==> config.mk <==
export PLATFORM = sky130hd
export DESIGN_NAME = adc_result_buffer_flat
export DESIGN_NICKNAME = d
export VERILOG_FILES = /design/src/rtl/adc_result_buffer_if.sv /design/src/rtl/adc_result_buffer.sv /design/src/flat_wrapper.sv
export SDC_FILE = /design/constraint.sdc
export NUM_CORES = 1
export LEC_CHECK = 0
export BUFFER_PORTS_ARGS = -buffer_cell sky130_fd_sc_hd__clkbuf_2
export CORE_MARGIN = 5
export CORE_UTILIZATION = 65
export CTS_BUF_LIST = sky130_fd_sc_hd__clkbuf_8
export DETAILED_ROUTE_END_ITERATION = 12
export GPL_TIMING_DRIVEN = 0
export HOLD_SLACK_MARGIN = 0.12
export PLACE_DENSITY = 0.85
export SYNTH_ARGS = -nofsm -noshare
export SYNTH_HDL_FRONTEND = slang
export SYNTH_SLANG_ARGS = --single-unit
==> constraint.sdc <==
create_clock -name clk -period 4.63 [get_ports clk]
set_input_delay 0.926 -clock clk [delete_from_list [all_inputs] [get_ports clk]]
set_output_delay 0.926 -clock clk [all_outputs]
set_load 0.005 [all_outputs]
==> src/rtl/adc_result_buffer_if.sv <==
`default_nettype none
// ============================================================================
// Module   : adc_result_buffer_if
// Purpose  : Groups the conversion-side and consumer-side signals of the ADC
//            result buffer into one bundle.
// Signals  : conv_finished, result, dec_ctrl, clear -> into the buffer
//            out_ready                              -> into the buffer
//            out_data, out_valid, fill_level,
//            overflow                               <- from the buffer
// Modports : slave  - the buffer itself
//            master - whatever drives conversions and consumes words
// Revision : 1.0 - initial release
// ============================================================================
interface adc_result_buffer_if #(
  parameter int DATA_BITS  = 12,
  parameter int FIFO_DEPTH = 4
);
  localparam int FILL_W = $clog2(FIFO_DEPTH) + 1;

  logic                 conv_finished;
  logic [DATA_BITS-1:0] result;
  logic [1:0]           dec_ctrl;
  logic                 clear;
  logic [DATA_BITS-1:0] out_data;
  logic                 out_valid;
  logic                 out_ready;
  logic [FILL_W-1:0]    fill_level;
  logic                 overflow;

  modport slave (
    input  conv_finished, result, dec_ctrl, clear, out_ready,
    output out_data, out_valid, fill_level, overflow
  );

  modport master (
    output conv_finished, result, dec_ctrl, clear, out_ready,
    input  out_data, out_valid, fill_level, overflow
  );
endinterface
`default_nettype wire

==> src/rtl/adc_result_buffer.sv <==
`default_nettype none
// ============================================================================
// Module   : adc_result_buffer
// Purpose  : Captures SAR conversion results on the rising edge of
//            conv_finished, averages 1/2/4/8 of them (dec_ctrl) and queues
//            the averaged words in a small FIFO for a ready/valid consumer.
// Ports    : clk  - clock, rising edge
//            nrst - asynchronous active-low reset
//            bus  - adc_result_buffer_if.slave (conversion inputs, clear,
//                   FIFO head word / valid / ready, fill level, overflow)
// Revision : 1.0 - initial release
// ============================================================================
module adc_result_buffer #(
  parameter int DATA_BITS  = 12,
  parameter int FIFO_DEPTH = 4
) (
  input  logic                clk,
  input  logic                nrst,
  adc_result_buffer_if.slave  bus
);
  localparam int PTR_W = $clog2(FIFO_DEPTH);
  localparam int CNT_W = PTR_W + 1;
  localparam int ACC_W = DATA_BITS + 3;   // eight full-scale codes fit

  logic                 conv_d_q,   conv_d_d;
  logic [ACC_W-1:0]     acc_q,      acc_d;
  logic [2:0]           win_cnt_q,  win_cnt_d;
  logic [1:0]           dec_act_q,  dec_act_d;
  logic [PTR_W-1:0]     wr_ptr_q,   wr_ptr_d;
  logic [PTR_W-1:0]     rd_ptr_q,   rd_ptr_d;
  logic [CNT_W-1:0]     fill_q,     fill_d;
  logic                 ovf_q,      ovf_d;
  logic [DATA_BITS-1:0] mem_q [FIFO_DEPTH];
  logic [DATA_BITS-1:0] mem_d [FIFO_DEPTH];

  logic                 cap;
  logic [1:0]           dec_eff;
  logic [2:0]           last_cnt;
  logic                 win_last;
  logic [ACC_W-1:0]     sum;
  logic [DATA_BITS-1:0] word;
  logic                 complete;
  logic                 empty;
  logic                 full;
  logic                 pop;
  logic                 push;
  logic                 drop;

  always_comb begin
    cap = bus.conv_finished & ~conv_d_q;

    // A fresh window samples dec_ctrl; an open window keeps its own setting.
    dec_eff = (win_cnt_q == 3'd0) ? bus.dec_ctrl : dec_act_q;

    case (dec_eff)
      2'd0:    last_cnt = 3'd0;
      2'd1:    last_cnt = 3'd1;
      2'd2:    last_cnt = 3'd3;
      default: last_cnt = 3'd7;
    endcase

    win_last = (win_cnt_q == last_cnt);
    sum      = acc_q + {3'b000, bus.result};
    word     = DATA_BITS'(sum >> dec_eff);
    complete = cap & win_last;

    empty = (fill_q == CNT_W'(0));
    full  = (fill_q == CNT_W'(FIFO_DEPTH));
    pop   = ~empty & bus.out_ready;
    // A full FIFO still accepts a word when the head leaves in the same cycle.
    push  = complete & (~full | pop);
    drop  = complete & full & ~pop;
  end

  always_comb begin
    conv_d_d  = bus.conv_finished;
    acc_d     = acc_q;
    win_cnt_d = win_cnt_q;
    dec_act_d = dec_act_q;
    wr_ptr_d  = wr_ptr_q;
    rd_ptr_d  = rd_ptr_q;
    fill_d    = fill_q;
    ovf_d     = ovf_q;
    mem_d     = mem_q;

    if (bus.clear) begin
      // dec_act_q is left alone: the zeroed counter forces a reload anyway.
      acc_d     = '0;
      win_cnt_d = 3'd0;
      wr_ptr_d  = '0;
      rd_ptr_d  = '0;
      fill_d    = '0;
      ovf_d     = 1'b0;
    end else begin
      if (cap) begin
        dec_act_d = dec_eff;
        if (win_last) begin
          acc_d     = '0;
          win_cnt_d = 3'd0;
        end else begin
          acc_d     = sum;
          win_cnt_d = win_cnt_q + 3'd1;
        end
      end

      if (pop) begin
        rd_ptr_d = rd_ptr_q + PTR_W'(1);
      end

      if (push) begin
        mem_d[wr_ptr_q] = word;
        wr_ptr_d        = wr_ptr_q + PTR_W'(1);
      end

      case ({push, pop})
        2'b10:   fill_d = fill_q + CNT_W'(1);
        2'b01:   fill_d = fill_q - CNT_W'(1);
        default: fill_d = fill_q;
      endcase

      if (drop) begin
        ovf_d = 1'b1;
      end
    end
  end

  always_ff @(posedge clk or negedge nrst) begin
    if (!nrst) begin
      conv_d_q  <= 1'b1;   // a level already high at release is not an edge
      acc_q     <= '0;
      win_cnt_q <= 3'd0;
      dec_act_q <= 2'd0;
      wr_ptr_q  <= '0;
      rd_ptr_q  <= '0;
      fill_q    <= '0;
      ovf_q     <= 1'b0;
      for (int i = 0; i < FIFO_DEPTH; i++) begin
        mem_q[i] <= '0;
      end
    end else begin
      conv_d_q  <= conv_d_d;
      acc_q     <= acc_d;
      win_cnt_q <= win_cnt_d;
      dec_act_q <= dec_act_d;
      wr_ptr_q  <= wr_ptr_d;
      rd_ptr_q  <= rd_ptr_d;
      fill_q    <= fill_d;
      ovf_q     <= ovf_d;
      mem_q     <= mem_d;
    end
  end

  assign bus.out_valid  = ~empty;
  assign bus.out_data   = empty ? '0 : mem_q[rd_ptr_q];
  assign bus.fill_level = fill_q;
  assign bus.overflow   = ovf_q;

endmodule
`default_nettype wire

==> src/flat_wrapper.sv <==
// flat-port wrapper written by rule: the top's interface ports become plain ports
module adc_result_buffer_flat 
#(
  parameter int DATA_BITS  = 12,
  parameter int FIFO_DEPTH = 4
)
  (clk, nrst, bus_conv_finished, bus_result, bus_dec_ctrl, bus_clear, bus_out_ready, bus_out_data, bus_out_valid, bus_fill_level, bus_overflow);
  adc_result_buffer_if #(.DATA_BITS(DATA_BITS), .FIFO_DEPTH(FIFO_DEPTH)) bus_i ();
  input  logic clk;
  input  logic nrst;
  input wire logic [$bits(bus_i.conv_finished)-1:0] bus_conv_finished;
  input wire logic [$bits(bus_i.result)-1:0] bus_result;
  input wire logic [$bits(bus_i.dec_ctrl)-1:0] bus_dec_ctrl;
  input wire logic [$bits(bus_i.clear)-1:0] bus_clear;
  input wire logic [$bits(bus_i.out_ready)-1:0] bus_out_ready;
  output wire logic [$bits(bus_i.out_data)-1:0] bus_out_data;
  output wire logic [$bits(bus_i.out_valid)-1:0] bus_out_valid;
  output wire logic [$bits(bus_i.fill_level)-1:0] bus_fill_level;
  output wire logic [$bits(bus_i.overflow)-1:0] bus_overflow;
  assign bus_i.conv_finished = bus_conv_finished;
  assign bus_i.result = bus_result;
  assign bus_i.dec_ctrl = bus_dec_ctrl;
  assign bus_i.clear = bus_clear;
  assign bus_i.out_ready = bus_out_ready;
  assign bus_out_data = bus_i.out_data;
  assign bus_out_valid = bus_i.out_valid;
  assign bus_fill_level = bus_i.fill_level;
  assign bus_overflow = bus_i.overflow;
  adc_result_buffer #(.DATA_BITS(DATA_BITS), .FIFO_DEPTH(FIFO_DEPTH)) u_core (.clk(clk), .nrst(nrst), .bus(bus_i));
endmodule
==> reports/results.ini, run 1 <==
[timing]
hold_violations = 0
drv_slew = 0
tightestPinTransition_ns = 0.8608
period_share = 0.7608
rsz0062_at_grt = no
post-route-min-period_ns = 3.523
fin_skew_ns = 0.009597
max-slew-margin-rel = 0.4261
tns_ns = 0
fmax_mhz = 283.9
finalSetupViolCount = 0

[logic_synthesis]
synthDistinctLibCells = 55
ys_seq_area_frac = 0.4229
synth-seq-cells = 77
yosysWarnings = 0
synthesis.instances = 412
synth_area_mm2 = 0.004559
synth_fp_nets = 451
avgSynthCellArea_um2 = 11.07
async_reset_ff_frac = 1.000
synth_flop_cell = dfrtp_1
synth_edf_count = 0

[power]
leakagePower_nw = 2.423
vdd_ir_drop_max_mv = 0.1817
power.density_mw_per_mm2 = 411.2

[hold_path]
hold_class = reg -> reg
hold_depth = 2

[final_layout]
finalNetCount = 498
area_growth_syn_to_layout_pct = 11.86
layout-drive-gt1-share = 0.2694
layout_common_cells = 76 x dfrtp_1, 40 x mux2_2, 36 x nand2_1, 34 x clkbuf_2, 29 x o21ai_0
final_common_cell = dfrtp_1
final_cells = 560
antenna_cells = 0

[clocking]
insertion_delay_ns = 0.34
cts_setup_buffers = 0
h-tree-depth = 3
cts_buffers = 9
cts_tree = done
ctsHoldBuffers = 0
postCtsResizedCells = 0
cts.path.max_buffers = 2
numClockSinks = 77
path_clk_slew_ns = 0.08
root_buffer = clkbuf_8

[route]
antenna_left = 0
avgRoutedWirePerCell_um = 17.46
drc = 0
dr.pass1.iters = 5
routed_wl_um = 9776
num_vias = 3355
vias_per_cell = 5.991
drt_iter0_markers = 208

[global_routing]
track_usage = 0.2389
grt_pass1_vias = 3342
antenna_found_initial = 0
gr-total-overflow = 0
grt_max_degree = 50
grt_pass1_wl_um = 16280

[critical_path]
path_class = reg -> out
crit_arrival_ns = 2.60
end_kind = primary output
r2r_cells = 11
ff2ff_setup_slack_ns = 1.35
setup.worst_path.start_class = flop
cp_max_fo = 10
critical_path_required_ns = 3.70

[die]
die_h_um = 93.75
die_area_mm2 = 0.008789
fp.coreArea_mm2 = 0.006794
initial_utilization = 0.6711
ios = 36
rows = 30
die_w_um = 93.75

[placement]
dp_hpwl_um = 7319
io_buffer_count = 35
gp_congestion = 0.8738
dpl.cell_count = 544

[job]
cap_viol_max_count = 0

[run_status]
status = completed

[state kept, by name, indices dropped and copies added, names as in the netlist]
| signal | flops |
|---|---|
| u_core.bus.fill_level | 3 |
| u_core.dec_act_q | 2 |
| u_core.bus.overflow | 1 |
| u_core.acc_q | 15 |
| u_core.rd_ptr_q | 2 |
| u_core.mem_q | 48 |
| u_core.conv_d_q | 1 |
| u_core.win_cnt_q | 3 |
| u_core.wr_ptr_q | 2 |
[logic make-up after synthesis]
logic type / count (synthesis) / share of synthesized area
simple gates: 110 / 0.1207
xor+xnor: 15 / 0.02882
mux: 69 / 0.1976
fa+ha+maj: 20 / 0.05818
buf+inv: 27 / 0.03266
flops: 77 / 0.4229
compound gates: 94 / 0.1391
[stage by stage]
step | instance area, um^2 | hold slack (ns) | utilization | setup WS, ns | power (mW)
after floorplan | 4559 | 0.4439 | - | 1.296 | 1.336
after global placement | 4855 | 0.4574 | 0.7145 | 0.8730 | 1.515
after detailed placement | 4885 | 0.4750 | 0.7190 | 0.8021 | 1.553
after CTS | 5100 | 0.4936 | 0.7506 | 1.062 | 2.111
after global routing | 5100 | 0.5257 | 0.7506 | 0.8635 | 2.228
final | 5100 | 0.4934 | 0.7506 | 1.107 | 2.097
[area by class of cell]
type                       count  area [um^2]
fill                         457         1694
tap                           96        120.1
clock inverter                 7        91.34
buffer                        20        122.6
multi-input combinational    308         2482
timing repair buffer          36        205.2
clock buffer                   9        123.9
sequential                    77         1928
inverter                       7        26.28
[worst paths after layout]
check | startpoint | to
min | u_core.mem_q[41] | u_core.mem_q[41]
min reg2reg | u_core.mem_q[41] | u_core.mem_q[41]
max | u_core.rd_ptr_q[0] | bus_out_data[4]
max in group asynchronous | nrst | u_core.wr_ptr_q[1]
min in group asynchronous | nrst | u_core.mem_q[32]
max reg2reg | u_core.win_cnt_q[0] | u_core.bus.fill_level[2]
[per-layer routing]
layer,share of wire,global-route usage
met1,0.43,0.3224
met5,0,0
met3,0.046,0.03926
met4,0.019,0.09146
met2,0.51,0.3873
[synth_stat cells (5+ instances only)]
cell type,n,share of area
o21ai_0,29,0.032
a22o_1,10,0.019
and2_1,14,0.019
o211ai_1,7,0.012
ha_1,18,0.049
nand2_1,36,0.030
dfrtp_1,76,0.42
xnor2_1,9,0.017
xor2_1,6,0.012
nand3_1,9,0.0099
mux2_2,40,0.099
nor3_1,7,0.0077
mux4_2,12,0.059
clkbuf_1,11,0.0091
a21oi_1,19,0.021
buf_6,5,0.012
mux2i_1,15,0.033
nor2_1,22,0.018
inv_1,7,0.0058
[critical path, cell delays in order, from the launching register on]
cell and delay (ns):
dfrtp_1 0.34, clkbuf_1 0.32, buf_1 0.70, mux4_2 0.61
and2_1 0.18, clkbuf_2 0.10
[where the power goes]
group          switching, mW  leakage [nW]  total, mW  internal, mW
registers             0.0627          1.04      0.826         0.763
clock network          0.253         0.108      0.555         0.302
logic                  0.367          1.27      0.717         0.350
total                  0.683          2.42       2.10          1.41
Note: power is estimated with default switching activity, not from simulation.
==> inputs of run 2 (changes only) <==
--- a/config.mk
+++ b/config.mk
@@ -5,14 +5,15 @@
 export SDC_FILE = /design/constraint.sdc
 export NUM_CORES = 1
 export LEC_CHECK = 0
+export ABC_AREA = 1
 export BUFFER_PORTS_ARGS = -buffer_cell sky130_fd_sc_hd__clkbuf_2
 export CORE_MARGIN = 5
-export CORE_UTILIZATION = 65
+export CORE_UTILIZATION = 63
 export CTS_BUF_LIST = sky130_fd_sc_hd__clkbuf_8
 export DETAILED_ROUTE_END_ITERATION = 12
 export GPL_TIMING_DRIVEN = 0
 export HOLD_SLACK_MARGIN = 0.12
-export PLACE_DENSITY = 0.85
+export PLACE_DENSITY = 0.83
 export SYNTH_ARGS = -nofsm -noshare
 export SYNTH_HDL_FRONTEND = slang
 export SYNTH_SLANG_ARGS = --single-unit
==> constraint.sdc (replaced) <==
create_clock -name clk -period 3.5 [get_ports clk]
set_input_delay 0.7 -clock clk [delete_from_list [all_inputs] [get_ports clk]]
set_output_delay 0.7 -clock clk [all_outputs]
set_load 0.005 [all_outputs]
==> run 2 against run 1 <==
  * Total power increased by 30%
  * Via count grew 37%
  * Flip-flop and latch count unchanged
  * Critical path depth grew 2
  * Highest routed layer unchanged
  * Combinational power rose by 37%
  * Global-route usage up 2.4 points
  * Largest power group unchanged
  * Sequential power grew 28%
  * Cell area up 5.0%
  * Non-clock buffer count is the same
  * Area after synthesis increased by 5.8%
==> reports/results.ini, run 2 <==
[global_routing]
track_usage = 0.2625
grt_max_degree = 54
grt_pass1_vias = 4463
gr-total-overflow = 0
grt_pass1_wl_um = 20500
antenna_found_initial = 0

[clocking]
h-tree-depth = 3
cts_tree = done
insertion_delay_ns = 0.35
cts_buffers = 9
cts.path.max_buffers = 2
path_clk_slew_ns = 0.08
postCtsResizedCells = 0
root_buffer = clkbuf_8
ctsHoldBuffers = 0
numClockSinks = 77
cts_setup_buffers = 0

[power]
vdd_ir_drop_max_mv = 0.3447
power.density_mw_per_mm2 = 508.2
leakagePower_nw = 2.907

[critical_path]
path_class = reg -> out
path_cells = clkbuf_1, inv_1, clkbuf_1, a21oi_1, o21ai_0, a21oi_1, clkbuf_2
setup.worst_path.start_class = flop
end_kind = primary output
cpPeakStageDelay_ns = 0.35
crit_arrival_ns = 2.19
critical_path_required_ns = 2.80
cp_max_fo = 10
cp_slowest_cell = clkbuf_1

[final_layout]
largestRegisters = u_core.mem_q (48), u_core.acc_q (15)
final.fill_count = 631
layout-drive-gt1-share = 0.1105
final_common_cell = nand2_1
final_cell_area_mm2 = 0.005354
multi_input_area_mm2 = 0.002529
seq_area_mm2 = 0.001928
layout_common_cells = 231 x nand2_1, 76 x dfrtp_1, 68 x inv_1, 60 x o21ai_0, 56 x nand3_1
regMostFlops = u_core.mem_q
finalNetCount = 758
largest_reg_flops = 48
antenna_cells = 0
area_growth_syn_to_layout_pct = 11.00

[route]
vias_per_cell = 5.565
drc = 0
routed_wl_um = 12000
drt_iter0_markers = 332
dr.pass1.iters = 5
num_vias = 4597
antenna_left = 0
avgRoutedWirePerCell_um = 14.53

[placement]
gp_congestion = 0.9259
placed_area_mm2 = 0.005156
io_buffer_count = 35
pre_cts_ws_ns = 0.5140
dp_hpwl_um = 9000

[logic_synthesis]
ys_seq_area_frac = 0.3997
synth_top_area_share = 0.3943
yosysWarnings = 0
synthDistinctLibCells = 39
avgSynthCellArea_um2 = 7.178
synth_edf_count = 0
synth-seq-cells = 77
yosysTopAreaCell = dfrtp_1
ys_top_cells_by_count = 231 x nand2_1, 76 x dfrtp_1, 67 x inv_1
synth_fp_nets = 711
async_reset_ff_frac = 1.000
synth_area_mm2 = 0.004823
yosysMostFrequentCell = nand2_1
synth_flop_cell = dfrtp_1
synth.area.top_cells = dfrtp_1 39%, nand2_1 18%, o21ai_0 6.2%
synthesis.instances = 672

[timing]
fmax_mhz = 345.5
finalWorstSetupSlack_ns = 0.6052
finalSetupViolCount = 0
post-route-min-period_ns = 2.895
tns_ns = 0
period_share = 0.8271
fin_skew_ns = 0.005354
hold_violations = 0
max-slew-margin-rel = 0.5795
rsz0062_at_grt = no
tightestPinTransition_ns = 0.6307
drv_slew = 0

[die]
ios = 36
die_area_mm2 = 0.009506
die_w_um = 97.50
fp.coreArea_mm2 = 0.007607
initial_utilization = 0.6340
die_h_um = 97.50
rows = 32

[hold_path]
hold_class = in -> async

[run_status]
status = completed

[job]
cap_viol_max_count = 0

==> run 2: cell count changes after synthesis, sizes merged, moves of 15 or more <==
cell,delta
nand2,+200
inv,+61
nor2,+33
o21ai,+34
mux2,-42
nand3,+49
mux2i,-15
==> run 2: final timing paths <==
check / startpoint / to / slack, ns / cells after the start
max reg2reg: u_core.win_cnt_q[0] / u_core.bus.fill_level[2] / 0.62 / 17
min reg2reg: u_core.mem_q[38] / u_core.mem_q[38] / 0.47 / 2
max in group asynchronous: nrst / u_core.mem_q[27] / 2.61 / 2
min in group clk: bus_conv_finished / u_core.conv_d_q / 0.43 / 1
min: nrst / u_core.acc_q[5] / 0.29 / 1
max: u_core.rd_ptr_q[0] / bus_out_data[5] / 0.61 / 7
==> run 2: layout make-up <==
cell class,instances,area share
Clock buffer,9,0.02314
Tap cell,102,0.02384
Inverter,69,0.04838
Clock inverter,7,0.01379
Buffer,20,0.02010
Timing Repair Buffer,36,0.03833
Sequential cell,77,0.3601
Multi-Input combinational cell,506,0.4723
==> run 2: stage by stage <==
stage	utilization	power, mW	hold WS (ns)	cells
6_report	0.7038	2.721	0.2870	826
5_1_grt	0.7038	2.921	0.3107	826
4_1_cts	0.7038	2.727	0.2982	826
3_5_place_dp	0.6778	2.045	0.4548	810
3_3_place_gp	0.6738	2.008	0.4491	809
2_1_floorplan	-	1.703	0.4044	672
==> run 2: cell families (layout without fill, tap and decap cells) <==
group,Yosys count,count (layout),synth area share
AO/OA/AOI/OAI,109,109,0.1206
flip-flops,77,77,0.3997
adder cells (fa/ha/maj),20,20,0.05499
AND/OR/NAND/NOR,369,369,0.3341
buffers and inverters,89,141,0.07600
XOR/XNOR,8,8,0.01453
==> run 2: per-layer routing <==
layer / wire, um / global-route usage / up-vias / share of wire
li1: - / - / 2250 / -
met1: 5401 / 0.3648 / 2153 / 0.45
met2: 5484 / 0.4096 / 162 / 0.46
met3: 807 / 0.04020 / 32 / 0.067
met4: 311 / 0.1108 / 0 / 0.026
met5: 0 / 0 / - / 0
==> run 2: report_power, final <==
part	internal [mW]	switching, mW	total [mW]
Combinational	0.338	0.644	0.982
Clock	0.332	0.350	0.682
Sequential	0.989	0.0684	1.06
Total	1.66	1.06	2.72
==> run 2: worst max-delay path: cells and delay by family, from the launching register on <==
family / cells / cell delay, ns
buf+inv: 4 / 1.04
compound gates: 3 / 0.46
flops: 1 / 0.33
==> inputs of run 3 (changes only) <==
==> constraint.sdc (replaced) <==
create_clock -name clk -period 2.86 [get_ports clk]
set_input_delay 0.572 -clock clk [delete_from_list [all_inputs] [get_ports clk]]
set_output_delay 0.572 -clock clk [all_outputs]
set_load 0.005 [all_outputs]
==> run 3 against run 2 <==
  * First-iteration DRC count decreased by 4.8%
  * Register-to-register slack lost 0.40 ns
  * Die area is the same
  * Worst hold slack got worse by 0.13 ns
  * Worst setup slack got worse by 0.44 ns
  * Final cell count up 0.12%
  * Via count barely moved
  * Sequential power up 23%
  * Combinational power increased by 23%
  * Count of clock-buffer cells in the layout is the same
==> reports/results.ini, run 3 (synthesis gave the netlist of run 2 again) <==
[run_status]
status = completed

[power]
vdd_ir_drop_max_mv = 0.4168
leakagePower_nw = 2.920
total_power_mw = 3.357
power.density_mw_per_mm2 = 622.9

[route]
vias_per_cell = 5.556
avgRoutedWirePerCell_um = 14.71
drt_iter0_markers = 316
drc = 0
num_vias = 4595
routed_wl_um = 12160
dr.pass1.iters = 5
antenna_left = 0

[global_routing]
gr-total-overflow = 0
antenna_found_initial = 0
grt_pass1_wl_um = 20500
grt_max_degree = 54
grt_pass1_vias = 4463
track_usage = 0.2625

[critical_path]
reg2reg_from = u_core.acc_q[0]
r2r_cells = 12
rr_endpoint = u_core.mem_q[1]
crit_arrival_ns = 2.12
ff2ff_setup_slack_ns = 0.22
critical_path_required_ns = 2.29
end_kind = primary output
path_class = reg -> out
cp_max_fo = 10
setup.worst_path.start_class = flop

[final_layout]
regMostFlops = u_core.mem_q
area_growth_syn_to_layout_pct = 11.73
layout-drive-gt1-share = 0.1200
final_common_cell = nand2_1
finalNetCount = 759
antenna_cells = 0
largestRegisters = u_core.mem_q (48), u_core.acc_q (15)
final_cell_area_mm2 = 0.005389
final_cells = 827
layout_common_cells = 229 x nand2_1, 76 x dfrtp_1, 68 x inv_1, 60 x o21ai_0, 55 x nand3_1
largest_reg_flops = 48
final.fill_count = 630

[placement]
io_buffer_count = 35
gp_congestion = 0.9259
dpl.cell_count = 810
dp_hpwl_um = 9000
placed_area_mm2 = 0.005156

[timing]
fin_skew_ns = 0.006584
tightestPinTransition_ns = 0.6151
tns_ns = 0
post-route-min-period_ns = 2.694
drv_slew = 0
hold-worst-slack_ns = 0.1591
finalSetupViolCount = 0
hold_violations = 0
rsz0062_at_grt = no
fmax_mhz = 371.2
period_share = 0.9419
max-slew-margin-rel = 0.5900

[die]
die_w_um = 97.50
initial_utilization = 0.6340
die_area_mm2 = 0.009506
rows = 32
die_h_um = 97.50
ios = 36
fp.coreArea_mm2 = 0.007607

[clocking]
insertion_delay_ns = 0.36
numClockSinks = 77
ctsHoldBuffers = 0
cts_buffers = 9
h-tree-depth = 3
cts.path.max_buffers = 2
root_buffer = clkbuf_8
path_clk_slew_ns = 0.08
cts_tree = done

[job]
cap_viol_max_count = 0

[hold_path]
hold_class = in -> async

-- run 3: cell count changes in the layout (fill, tap and decap cells not counted), sizes merged --
cell	before	now
buf	11	13
clkbuf	54	53
-- run 3: worst max path at each step --
stage                             start                  endpoint  slack [ns]  cells after the start
global route        u_core.win_cnt_q[0]  u_core.bus.fill_level[2]       0.005                     17
detailed placement        bus_result[0]           u_core.mem_q[1]       0.002                     13
floorplan           u_core.win_cnt_q[0]  u_core.bus.fill_level[2]        0.38                     17
CTS                 u_core.win_cnt_q[0]  u_core.bus.fill_level[2]        0.05                     17
global placement          bus_result[0]           u_core.mem_q[1]        0.01                     13
finish               u_core.rd_ptr_q[0]           bus_out_data[0]        0.17                      5
-- run 3: where the power goes --
group,internal (mW),switching [mW],total [mW]
Combinational,0.425,0.785,1.21
Clock,0.406,0.438,0.844
Sequential,1.21,0.0929,1.30
Total,2.04,1.32,3.36
-- run 3: worst max-delay path, stage by stage (launching register included) --
cell and delay [ns]:
dfrtp_1 0.50, inv_1 0.26, clkbuf_1 0.44, o21ai_0 0.20
a21oi_1 0.22, clkbuf_2 0.15
-- run 3: metal layers --
metal	routed length, um	track usage
met1	5384	0.3648
met2	5548	0.4096
met3	919	0.04020
met4	311	0.1108
met5	0	0
-- run 3: layout make-up --
class	count	area, um^2	area share
Inverter	69	259.0	0.04806
Buffer	19	105.1	0.01950
Sequential cell	77	1928	0.3578
Multi-Input combinational cell	506	2551	0.4734
Timing Repair Buffer	38	220.2	0.04086
Tap cell	102	127.6	0.02368
Clock inverter	7	73.82	0.01370
Clock buffer	9	123.9	0.02299
-- run 3: metrics by stage --
step           setup slack (ns)  utilization
4_1_cts                 0.05012       0.7041
3_3_place_gp            0.01238       0.6738
3_5_place_dp           0.002050       0.6778
5_1_grt                0.005088       0.7084
6_report                 0.1662       0.7084
2_1_floorplan            0.3818            -
-- run 3: repair_timing --
action	CTS	global route
gates resized for setup	1	6
buffers inserted	0	2
endpoints found under the setup margin	1	5
pin swaps	0	3
